[src/rtl/mem_access_pkg.sv]
// rtl/mem_access_pkg.sv - shared constants, state encoding and store-lane helpers for the MEM-stage sequencer
package mem_access_pkg;

    localparam logic [1:0] MASK_BYTE = 2'b00;
    localparam logic [1:0] MASK_HALF = 2'b01;
    localparam logic [1:0] MASK_WORD = 2'b10;

    localparam logic [3:0] STRB_BYTE = 4'b0001;
    localparam logic [3:0] STRB_HALF = 4'b0011;
    localparam logic [3:0] STRB_WORD = 4'b1111;

    typedef enum logic [1:0] {
        ST_IDLE = 2'd0,
        ST_REQ  = 2'd1,
        ST_DONE = 2'd2,
        ST_ERR  = 2'd3
    } state_t;

    // mask[1] set means word, so the reserved encoding 2'b11 also behaves as a word
    function automatic logic [3:0] store_strobe(input logic [1:0] mask, input logic [1:0] offset);
        if (mask[1])
            return STRB_WORD;
        else if (mask[0])
            return STRB_HALF << {offset[1], 1'b0};
        else
            return STRB_BYTE << offset;
    endfunction

    function automatic logic [31:0] store_lanes(input logic [1:0] mask, input logic [31:0] wdata);
        if (mask[1])
            return wdata;
        else if (mask[0])
            return {2{wdata[15:0]}};
        else
            return {4{wdata[7:0]}};
    endfunction

endpackage

[src/rtl/load_lane_extract.sv]
// rtl/load_lane_extract.sv - selects the addressed load lane and sign/zero-extends it to a full word
module load_lane_extract
    import mem_access_pkg::*;
(
    input  logic [31:0] rdata,
    input  logic [1:0]  offset,
    input  logic [1:0]  mask,
    input  logic        is_unsigned,
    output logic [31:0] data
);

    logic [7:0]  byte_lane;
    logic [15:0] half_lane;

    always_comb begin
        byte_lane = rdata[7:0];
        case (offset)
            2'd0: byte_lane = rdata[7:0];
            2'd1: byte_lane = rdata[15:8];
            2'd2: byte_lane = rdata[23:16];
            2'd3: byte_lane = rdata[31:24];
            default: byte_lane = rdata[7:0];
        endcase
        half_lane = offset[1] ? rdata[31:16] : rdata[15:0];

        if (mask[1])
            data = rdata;
        else if (mask[0])
            data = {{16{~is_unsigned & half_lane[15]}}, half_lane};
        else
            data = {{24{~is_unsigned & byte_lane[7]}}, byte_lane};
    end

endmodule

[src/rtl/mem_access_controller.sv]
// rtl/mem_access_controller.sv - MEM-stage load/store sequencer with req/ack memory handshake
// Optional REQ timeout abort is built when MEM_TIMEOUT_EN is defined.
module mem_access_controller
    import mem_access_pkg::*;
#(
    parameter int NB_DATA = 32,
    parameter int NB_ADDR = 32,
    parameter int NB_MASK = 2,
    parameter int NB_STRB = 4
`ifdef MEM_TIMEOUT_EN
    ,
    parameter int TIMEOUT_CYCLES = 255
`endif
) (
    input  logic               i_clock,
    input  logic               i_reset,
    input  logic               i_valid,
    input  logic               i_read,
    input  logic               i_write,
    input  logic [NB_ADDR-1:0] i_addr,
    input  logic [NB_MASK-1:0] i_mascara,
    input  logic               i_is_unsigned,
    input  logic [NB_DATA-1:0] i_wdata,
    output logic               o_stall,
    output logic               o_done,
    output logic [NB_DATA-1:0] o_rdata,
    output logic               o_addr_error,
    output logic               o_bus_error,
    output logic               o_mem_req,
    output logic               o_mem_we,
    output logic [NB_ADDR-1:0] o_mem_addr,
    output logic [NB_STRB-1:0] o_mem_wstrb,
    output logic [NB_DATA-1:0] o_mem_wdata,
    input  logic               i_mem_ack,
    input  logic [NB_DATA-1:0] i_mem_rdata
);

    state_t             state, state_nxt;
    logic               accept;
    logic               illegal;
    logic               timeout_hit;
    logic [1:0]         lat_mask;
    logic [1:0]         lat_offset;
    logic               lat_unsigned;
    logic [NB_DATA-1:0] load_data;

    assign accept = i_valid & (i_read | i_write);

    always_comb begin
        illegal = i_read & i_write;
        if (i_mascara[1])
            illegal = illegal | (i_addr[1:0] != 2'b00);
        else if (i_mascara[0])
            illegal = illegal | i_addr[0];
    end

`ifdef MEM_TIMEOUT_EN
    logic [7:0] req_cnt;

    // counter idles at zero outside REQ, so it is clear on every REQ entry
    always_ff @(posedge i_clock or negedge i_reset) begin
        if (!i_reset)
            req_cnt <= 8'd0;
        else if (state != ST_REQ)
            req_cnt <= 8'd0;
        else if (!i_mem_ack)
            req_cnt <= req_cnt + 8'd1;
    end

    assign timeout_hit = (state == ST_REQ) && !i_mem_ack && (req_cnt == 8'(TIMEOUT_CYCLES - 1));
`else
    assign timeout_hit = 1'b0;
`endif

    always_comb begin
        state_nxt = state;
        case (state)
            ST_IDLE: if (accept) state_nxt = illegal ? ST_ERR : ST_REQ;
            ST_REQ: begin
                if (i_mem_ack)
                    state_nxt = ST_DONE;
                else if (timeout_hit)
                    state_nxt = ST_IDLE;
            end
            ST_DONE: state_nxt = ST_IDLE;
            ST_ERR:  state_nxt = ST_IDLE;
            default: state_nxt = ST_IDLE;
        endcase
    end

    always_ff @(posedge i_clock or negedge i_reset) begin
        if (!i_reset)
            state <= ST_IDLE;
        else
            state <= state_nxt;
    end

    load_lane_extract u_extract (
        .rdata       (i_mem_rdata),
        .offset      (lat_offset),
        .mask        (lat_mask),
        .is_unsigned (lat_unsigned),
        .data        (load_data)
    );

    always_ff @(posedge i_clock or negedge i_reset) begin
        if (!i_reset) begin
            o_mem_addr   <= '0;
            o_mem_we     <= 1'b0;
            o_mem_wstrb  <= '0;
            o_mem_wdata  <= '0;
            o_rdata      <= '0;
            o_bus_error  <= 1'b0;
            lat_mask     <= 2'b00;
            lat_offset   <= 2'b00;
            lat_unsigned <= 1'b0;
        end else begin
            o_bus_error <= timeout_hit;
            if (state == ST_IDLE && accept && !illegal) begin
                o_mem_addr   <= {i_addr[NB_ADDR-1:2], 2'b00};
                o_mem_we     <= i_write;
                o_mem_wstrb  <= i_write ? store_strobe(i_mascara, i_addr[1:0]) : '0;
                o_mem_wdata  <= store_lanes(i_mascara, i_wdata);
                lat_mask     <= i_mascara;
                lat_offset   <= i_addr[1:0];
                lat_unsigned <= i_is_unsigned;
            end
            if (state == ST_REQ && i_mem_ack)
                o_rdata <= load_data;
        end
    end

    assign o_mem_req    = (state == ST_REQ);
    assign o_done       = (state == ST_DONE);
    assign o_addr_error = (state == ST_ERR);
    // the accept term is combinational on i_valid, so mask it while reset is held
    assign o_stall      = i_reset & (((state == ST_IDLE) & accept) | (state == ST_REQ));

endmodule

[config.mk]
export PLATFORM = sky130hd
export DESIGN_NAME = mem_access_controller
export DESIGN_NICKNAME = d
export VERILOG_FILES = /design/src/rtl/mem_access_pkg.sv /design/src/rtl/load_lane_extract.sv /design/src/rtl/mem_access_controller.sv
export SDC_FILE = /design/constraint.sdc
export NUM_CORES = 1
export LEC_CHECK = 0
export BUFFER_PORTS_ARGS = -buffer_cell sky130_fd_sc_hd__clkbuf_2
export CAP_MARGIN = 10
export CORE_MARGIN = 5
export CORE_UTILIZATION = 30
export DETAILED_ROUTE_END_ITERATION = 10
export SLEW_MARGIN = 10
export SYNTH_ARGS = -nofsm -noshare
export SYNTH_HDL_FRONTEND = slang
export SYNTH_SLANG_ARGS = --single-unit
[constraint.sdc]
create_clock -name i_clock -period 2.4 [get_ports i_clock]
set_clock_uncertainty 0.05 [all_clocks]
set_input_delay 0.72 -clock i_clock [delete_from_list [all_inputs] [get_ports i_clock]]
set_output_delay 0.72 -clock i_clock [all_outputs]
set_load 0.01 [all_outputs]
==> metrics.md, run 1 <==
| Metric | Value |
|---|---|
| CTS Buf Count | 9 |
| TritonCTS clock tree | yes |
| Power Dens Cells | roughly 1200 nW/um^2 |
| Most common cell after layout, fill and taps aside | clkbuf_2 |
| Unique masters post-synth | 40 |
| Fin. Hold Viols | 0 |
| Area added between synthesis and finish | 32.8% |
| DP Wirelength | ~11 mm |
| Sequential share of the synthesized area | a little over half |
| Final Power | between 8 and 9 mW |
| Placed instance area | ~6400 sq um |
| R2r startpoint | lat_offset[1] |
| Filler cell count | approximately 1.7k |
| Commonest cells after routing, fill and taps aside | clkbuf_2, dfrtp_1, nand2_1 |
| GP Congestion | ~0.80 |
| IO buf count | approximately 210 |
| # rows | between 40 and 50 |
| Clock buffer depth | 2 |
| Post-synth EDFFs | 0 |
| Max cap viols | 0 |
| HP Class | input port to async pin |
| Setup bufs post-CTS | 0 |
| Initial DRT Pass Iterations | 5 |
| Clk slew on worst S/H paths | 0.07 ns |
| Die width | about 140 um |
| Slew Limit Fails | 0 |
| Largest net degree at the start of global routing | roughly 110 |
| Nature of the critical path startpoint | input port |
| Via count of the first global-routing pass | roughly 4.5k |
| ANT nets after route | 0 |
| Ratio of cells with drive above 1 in the final layout | ~42% |
| Worst Path Arrival | between 1 and 1.5 ns |
| Post-synthesis compound-gate area fraction | 16.7% |
| Xor/xnor share of the synthesized area | 0% |
| Crit path capture type | output port |
| Clock latency on the worst-skew pair | between 0.3 and 0.4 ns |
| Minimum clock period | 2.24 ns |
| Final wirelength | 15.2 mm |
| Core Region | around 17000 sq um |
| GR Overflow Total | 0 |
| Initial core utilization | 30.5% |
| Post-synth ARST share | 100% |
| Fin nets | 781 |
| Most used DFF post-synth | dfrtp_1 |
| Routed vias | 4405 |
| Largest family of logic cells by synthesized area | compound AO/OA/AOI/OAI gates |
| Measured slew at the worst slew-check pin | ~0.69 ns |
| Status | finished clean |
| Synthesized flop and latch total | roughly 110 |
| Slew margin rel. | about 54% |
| Synth Cell Area | approximately 5100 sq um |
| Final setup viols | 0 |
| IR drop worst, VDD | 436 uV |
| Critical path class | input port to output port |
| Design area | 6720 sq um |
| Warnings from Yosys | 0 |
| R2r worst-path depth | 4 |
| Initial drt markers | 188 |
| Hold buffer count at CTS | 0 |
| Syn_area_per_cell | 10.5 sq um |
| Die height | ~140 um |
| Clock sink count | ~110 |
| Final Cycle Share | between 90 and 100% |
| Fmax | approximately 450 MHz |
| Simple-gate share of the synthesized area | a little under an eighth |
| Leakage power | between 3 and 4 nW |
| Global-route wire length before repair | 24.5 mm |
| Area of the die | between 15000 and 20000 sq um |
| Crit Reg-Reg Endpoint | o_rdata[14] |
| GRT Total Usage | about 15% |
| Mux share of post-synthesis cell area | ~15% |
| Root Driver | clkbuf_16 |
| RSZ-0062 raised after global routing | false |
| H-tree depth | 3 |
| DRC errors left | 0 |
| Post-DR wirelength/cell | ~17 um |
| Adder-cell share of the synthesized area | 0% |
| Initial antenna violation count | 2 |
| FF-to-FF setup slack | 0.53 ns |
| Critical path required time | 1.63 ns |
| Vias per cell | slightly below 5 |
| CP Max Fanout | 7 |
| Num ports | about 210 |
| PostCTS Resize Cnt | 0 |
| Setup TNS | 0 ns |
| Synth Instances | 480 |
## cell usage after synthesis (2+ instances only)
cell type	count	area share, %
a31oi_1	3	0.37
buf_4	3	0.45
a211oi_1	7	1.0
mux2_2	43	9.6
o21ai_0	49	4.8
nor2_1	21	1.6
a32o_1	6	1.2
nor2b_1	27	3.3
nor3_1	2	0.20
nand3b_1	3	0.45
clkbuf_1	22	1.6
buf_2	13	1.3
and3_1	7	0.87
dfrtp_1	106	52
a221o_1	7	1.4
mux2i_1	25	4.9
o211ai_1	16	2.4
o31ai_1	14	2.1
a21oi_1	22	2.2
nand2_1	56	4.2
and3b_1	2	0.35
inv_1	8	0.59
## cell type report
class	instances	area, sq um	share of cell area (%)
Multi-Input combinational cell	327	2210	32.9
Antenna cell	2	5.00	0.0745
Timing Repair Buffer	224	1200	17.9
Clock inverter	4	98.8	1.47
Sequential cell	106	2650	39.5
Tap cell	220	275	4.10
Inverter	8	30.0	0.447
Clock buffer	11	243	3.61
## layer usage
metal	global-route usage, %	vias to the layer above	wire length [um]
met5	0	-	0
met4	6.43	0	326
met3	5.15	25	1250
met2	24.6	178	7220
met1	19.2	2115	6370
li1	-	2087	-
## worst max path at each step
stage             endpoint  cells after the start         start  slack (ns)
3_3_place_gp       o_stall                      5       i_write        0.16
2_1_floorplan  lat_mask[1]                      6  i_mascara[0]        0.30
3_5_place_dp       o_stall                      5       i_write        0.15
4_1_cts            o_stall                      5       i_write        0.14
5_1_grt            o_stall                      5       i_write        0.05
6_report           o_stall                      5       i_write        0.16
## flip-flops by register name (all words and copies together) (netlist names)
name / cells
lat_mask: 2
state: 2
lat_offset: 2
o_mem_we: 1
o_mem_wdata: 32
o_mem_addr: 30
lat_unsigned: 1
o_mem_wstrb: 4
o_rdata: 32
## where the power goes
group	leakage (nW)	internal, mW	switching [mW]
clock	0.166	1.05	0.684
sequential	1.28	2.66	0.633
combinational	1.85	1.50	1.70
total	3.30	5.21	3.02
## critical path, cell delays in order
cell and delay (ns):
clkbuf_2 0.14, o21a_1 0.21, nor2_1 0.06, nor3b_1 0.18, clkbuf_2 0.16
## cells by family after synthesis
logic type             after synthesis
AOI/OAI and AO/OA                  132
and+or+nand+nor                    123
other                                1
muxes                               69
DFF                                106
buffers and inverters               49
## through the flow
step	worst slack [ns]	hold WS [ns]	utilization [%]	std cells
2_1_floorplan	0.298	0.374	-	482
3_3_place_gp	0.161	0.410	38.4	885
3_5_place_dp	0.153	0.417	38.4	885
4_1_cts	0.139	0.434	40.5	900
5_1_grt	0.0541	0.455	40.5	902
6_report	0.164	0.333	40.5	902
No activity file was read; power rests on OpenSTA's default activity.
==> run 2, diff against run 1 <==
--- a/config.mk
+++ b/config.mk
@@ -5,6 +5,7 @@
 export SDC_FILE = /design/constraint.sdc
 export NUM_CORES = 1
 export LEC_CHECK = 0
+export ABC_AREA = 1
 export BUFFER_PORTS_ARGS = -buffer_cell sky130_fd_sc_hd__clkbuf_2
 export CAP_MARGIN = 10
 export CORE_MARGIN = 5
==> run 2 against run 1 <==
- synthesized cell count is 42% higher
- utilization is 1.3 points lower
- clock power is 8% lower
- register-to-register slack better by 0.18 ns
- die area is 1.7% higher
- cell count is 23% higher
- first-iteration DRC count is 68% higher
- count of clock-buffer cells in the layout is 2 lower
- cell area is 0.37% lower
- largest cell class unchanged
- highest routed layer unchanged
==> metrics.md, run 2 <==
| Metric | Value |
|---|---|
| Top routing layer used | met4 (unchanged) |
| Root Driver | clkbuf_16 (unchanged) |
| Warnings from Yosys | 0 (unchanged) |
| Most used DFF post-synth | dfrtp_1 (unchanged) |
| CP Max Fanout | 3 (was 7) |
| Post-synth ARST share | 100% (unchanged) |
| Post-Place Setup Slack | 0.236 ns (was 0.153 ns) |
| Fmax | 462 MHz (was 447 MHz) |
| Largest net degree at the start of global routing | 107 (unchanged) |
| Critical path class | input port to output port (unchanged) |
| Critical path required time | 1.63 ns (about the same) |
| Status | finished clean (unchanged) |
| Most common cell after layout, fill and taps aside | nand2_1 (was clkbuf_2) |
| Crit Reg-Reg Endpoint | o_rdata[6] (was o_rdata[14]) |
| Most common cell in the synthesized netlist | nand2_1 (was dfrtp_1) |
| Final wirelength | 16.1 mm (was 15.2 mm) |
| Met3 wire length | 1.30 mm (was 1.25 mm) |
| IR drop worst, VDD | 401 uV (was 436 uV) |
| Final antenna diode count | 0 (was 2) |
| Core Region | 17100 sq um (was 16600 sq um) |
| HP Class | input port to async pin (unchanged) |
| Slew margin rel. | 61.3% (was 54.1%) |
| R2r worst-path depth | 6 (was 4) |
| Post-synth EDFFs | 0 (unchanged) |
| RSZ-0062 raised after global routing | false (unchanged) |
| GR Overflow Total | 0 (unchanged) |
| Die width | 141 um (was 140 um) |
| TritonCTS clock tree | yes (unchanged) |
| Worst setup startpoint | i_read (was i_write) |
| Setup crit end | o_stall (unchanged) |
| Synthesized flop and latch total | 106 (unchanged) |
| Num ports | 211 (unchanged) |
| Minimum clock period | 2.16 ns (was 2.24 ns) |
| Area added between synthesis and finish | 29.9% (was 32.8%) |
| Synth top area share | 51.5% (was 52.4%) |
| Hold buffer count at CTS | 0 (unchanged) |
| GP Congestion | 0.836 (was 0.802) |
| Leakage power | 3.91 nW (was 3.30 nW) |
| Commonest cells after routing, fill and taps aside | nand2_1, clkbuf_2, dfrtp_1 (was clkbuf_2, dfrtp_1, nand2_1) |
| Nature of the critical path startpoint | input port (unchanged) |
| IO buf count | 207 (unchanged) |
| Global-route wire length before repair | 25.4 mm (was 24.5 mm) |
| Setup bufs post-CTS | 0 (unchanged) |
| Measured slew at the worst slew-check pin | 0.580 ns (was 0.688 ns) |
| Filler cell count | 1822 (was 1712) |
| FF-to-FF setup slack | 0.71 ns (was 0.53 ns) |
| Clk slew on worst S/H paths | 0.08 ns (was 0.07 ns) |
| Setup TNS | 0 ns (unchanged) |
| Syn_area_per_cell | 7.58 sq um (was 10.5 sq um) |
| Synth Cell Area | 5150 sq um (was 5060 sq um) |
| Largest area contributor in the netlist | dfrtp_1 (unchanged) |
| Routed vias | 4861 (was 4405) |
| Clock latency on the worst-skew pair | 0.35 ns (about the same) |
| GRT Total Usage | 15.9% (was 15.4%) |
| Power Dens Cells | 1190 nW/um^2 (was 1220 nW/um^2) |
| Fin. Hold Viols | 0 (unchanged) |
| Via count of the first global-routing pass | 4749 (was 4542) |
| Max cap viols | 0 (unchanged) |
| Die height | 141 um (was 140 um) |
| H-tree depth | 3 (unchanged) |
| Clock sink count | 106 (unchanged) |
| Initial drt markers | 316 (was 188) |
| Slew Limit Fails | 0 (unchanged) |
| Crit path capture type | output port (unchanged) |
| Top post-synthesis cells by count | nand2_1, dfrtp_1, a21oi_1 (was dfrtp_1, nand2_1, o21ai_0) |
| Unique masters post-synth | 22 (was 40) |
| DRC errors left | 0 (unchanged) |
| Vias per cell | 4.40 (was 4.88) |
| Clock buffer depth | 2 (unchanged) |
| Fin nets | 980 (was 781) |
| Post-DR wirelength/cell | 14.5 um (was 16.8 um) |
| Synth area leaders | dfrtp_1, nand2_1, a21oi_1 (was dfrtp_1, mux2_2, mux2i_1) |
| DP Wirelength | 11.8 mm (was 11.1 mm) |
| Worst Path Arrival | 1.39 ns (was 1.47 ns) |
| Regs by FF count | o_mem_wdata: 32 flops, o_rdata: 32 flops, o_mem_addr: 30 flops (unchanged) |
| R2r startpoint | lat_mask[1] (was lat_offset[1]) |
| Initial DRT Pass Iterations | 4 (was 5) |
| Sequential share of the synthesized area | 51.5% (was 52.4%) |
| Synth Instances | 680 (was 480) |
| Met2 routed WL | 7.29 mm (was 7.22 mm) |
| CTS Buf Count | 9 (unchanged) |
| Final worst slack | 0.236 ns (was 0.164 ns) |
| Ratio of cells with drive above 1 in the final layout | 28.9% (was 42.1%) |
| Initial core utilization | 30.2% (was 30.5%) |
| Final setup viols | 0 (unchanged) |
| # rows | 48 (was 47) |
| Final Cycle Share | 90.2% (was 93.1%) |
| WL met1 | 7.32 mm (was 6.37 mm) |
| PostCTS Resize Cnt | 0 (unchanged) |
| Area of the die | 19900 sq um (was 19600 sq um) |
| ANT nets after route | 0 (unchanged) |
| Initial antenna violation count | 0 (was 2) |
[run 2: layer usage]
metal / up-vias / global-route usage, %
li1: 2491 / -
met1: 2189 / 21.5
met2: 172 / 25.2
met3: 9 / 4.51
met4: 0 / 4.44
met5: - / 0
[run 2: cell families after synthesis]
logic type | count (synthesis) | synth area share, %
simple gates | 345 | 26.5
flops | 106 | 51.5
buf+inv | 103 | 9.42
other cells | 1 | 0.0728
compound gates | 125 | 12.6
[run 2: cell type report]
type | instances | area (sq um) | share of cell area (%)
Clock buffer | 9 | 225 | 3.36
Clock inverter | 7 | 95.1 | 1.42
Inverter | 65 | 244 | 3.64
Multi-Input combinational cell | 473 | 2020 | 30.2
Sequential cell | 106 | 2650 | 39.6
Tap cell | 225 | 282 | 4.21
Timing Repair Buffer | 220 | 1170 | 17.5
[run 2: per-stage QoR]
stage	std cells	area (sq um)	power, mW	utilization [%]	hold slack, ns
after global routing	1105	6690	8.62	39.2	0.447
after global placement	1089	6370	6.39	37.4	0.412
final	1105	6690	7.96	39.2	0.430
after floorplan	682	5160	5.04	-	0.374
after CTS	1105	6690	8.08	39.2	0.435
after detailed placement	1089	6370	6.44	37.4	0.414
[run 2: how the worst min path moves through the flow]
stage | slack, ns | cells past startpoint | endpoint | start
CTS | 0.44 | 2 | o_mem_addr[30] | o_mem_addr[30]
detailed placement | 0.41 | 2 | o_mem_addr[30] | o_mem_addr[30]
floorplan | 0.37 | 0 | lat_mask[0] | i_reset
global placement | 0.41 | 2 | o_mem_addr[12] | o_mem_addr[12]
global route | 0.45 | 2 | o_rdata[8] | o_rdata[8]
finish | 0.43 | 2 | o_mem_wdata[21] | i_reset
[run 2: worst max-delay path, stage by stage]
cell	delay [ns]
clkbuf_2	0.11
or2_1	0.23
nand3_1	0.11
a21boi_0	0.09
clkbuf_2	0.14
[run 2: power breakdown]
part	switching, mW	internal, mW
Sequential	0.535	2.61
Clock	0.747	0.842
Combinational	1.93	1.30
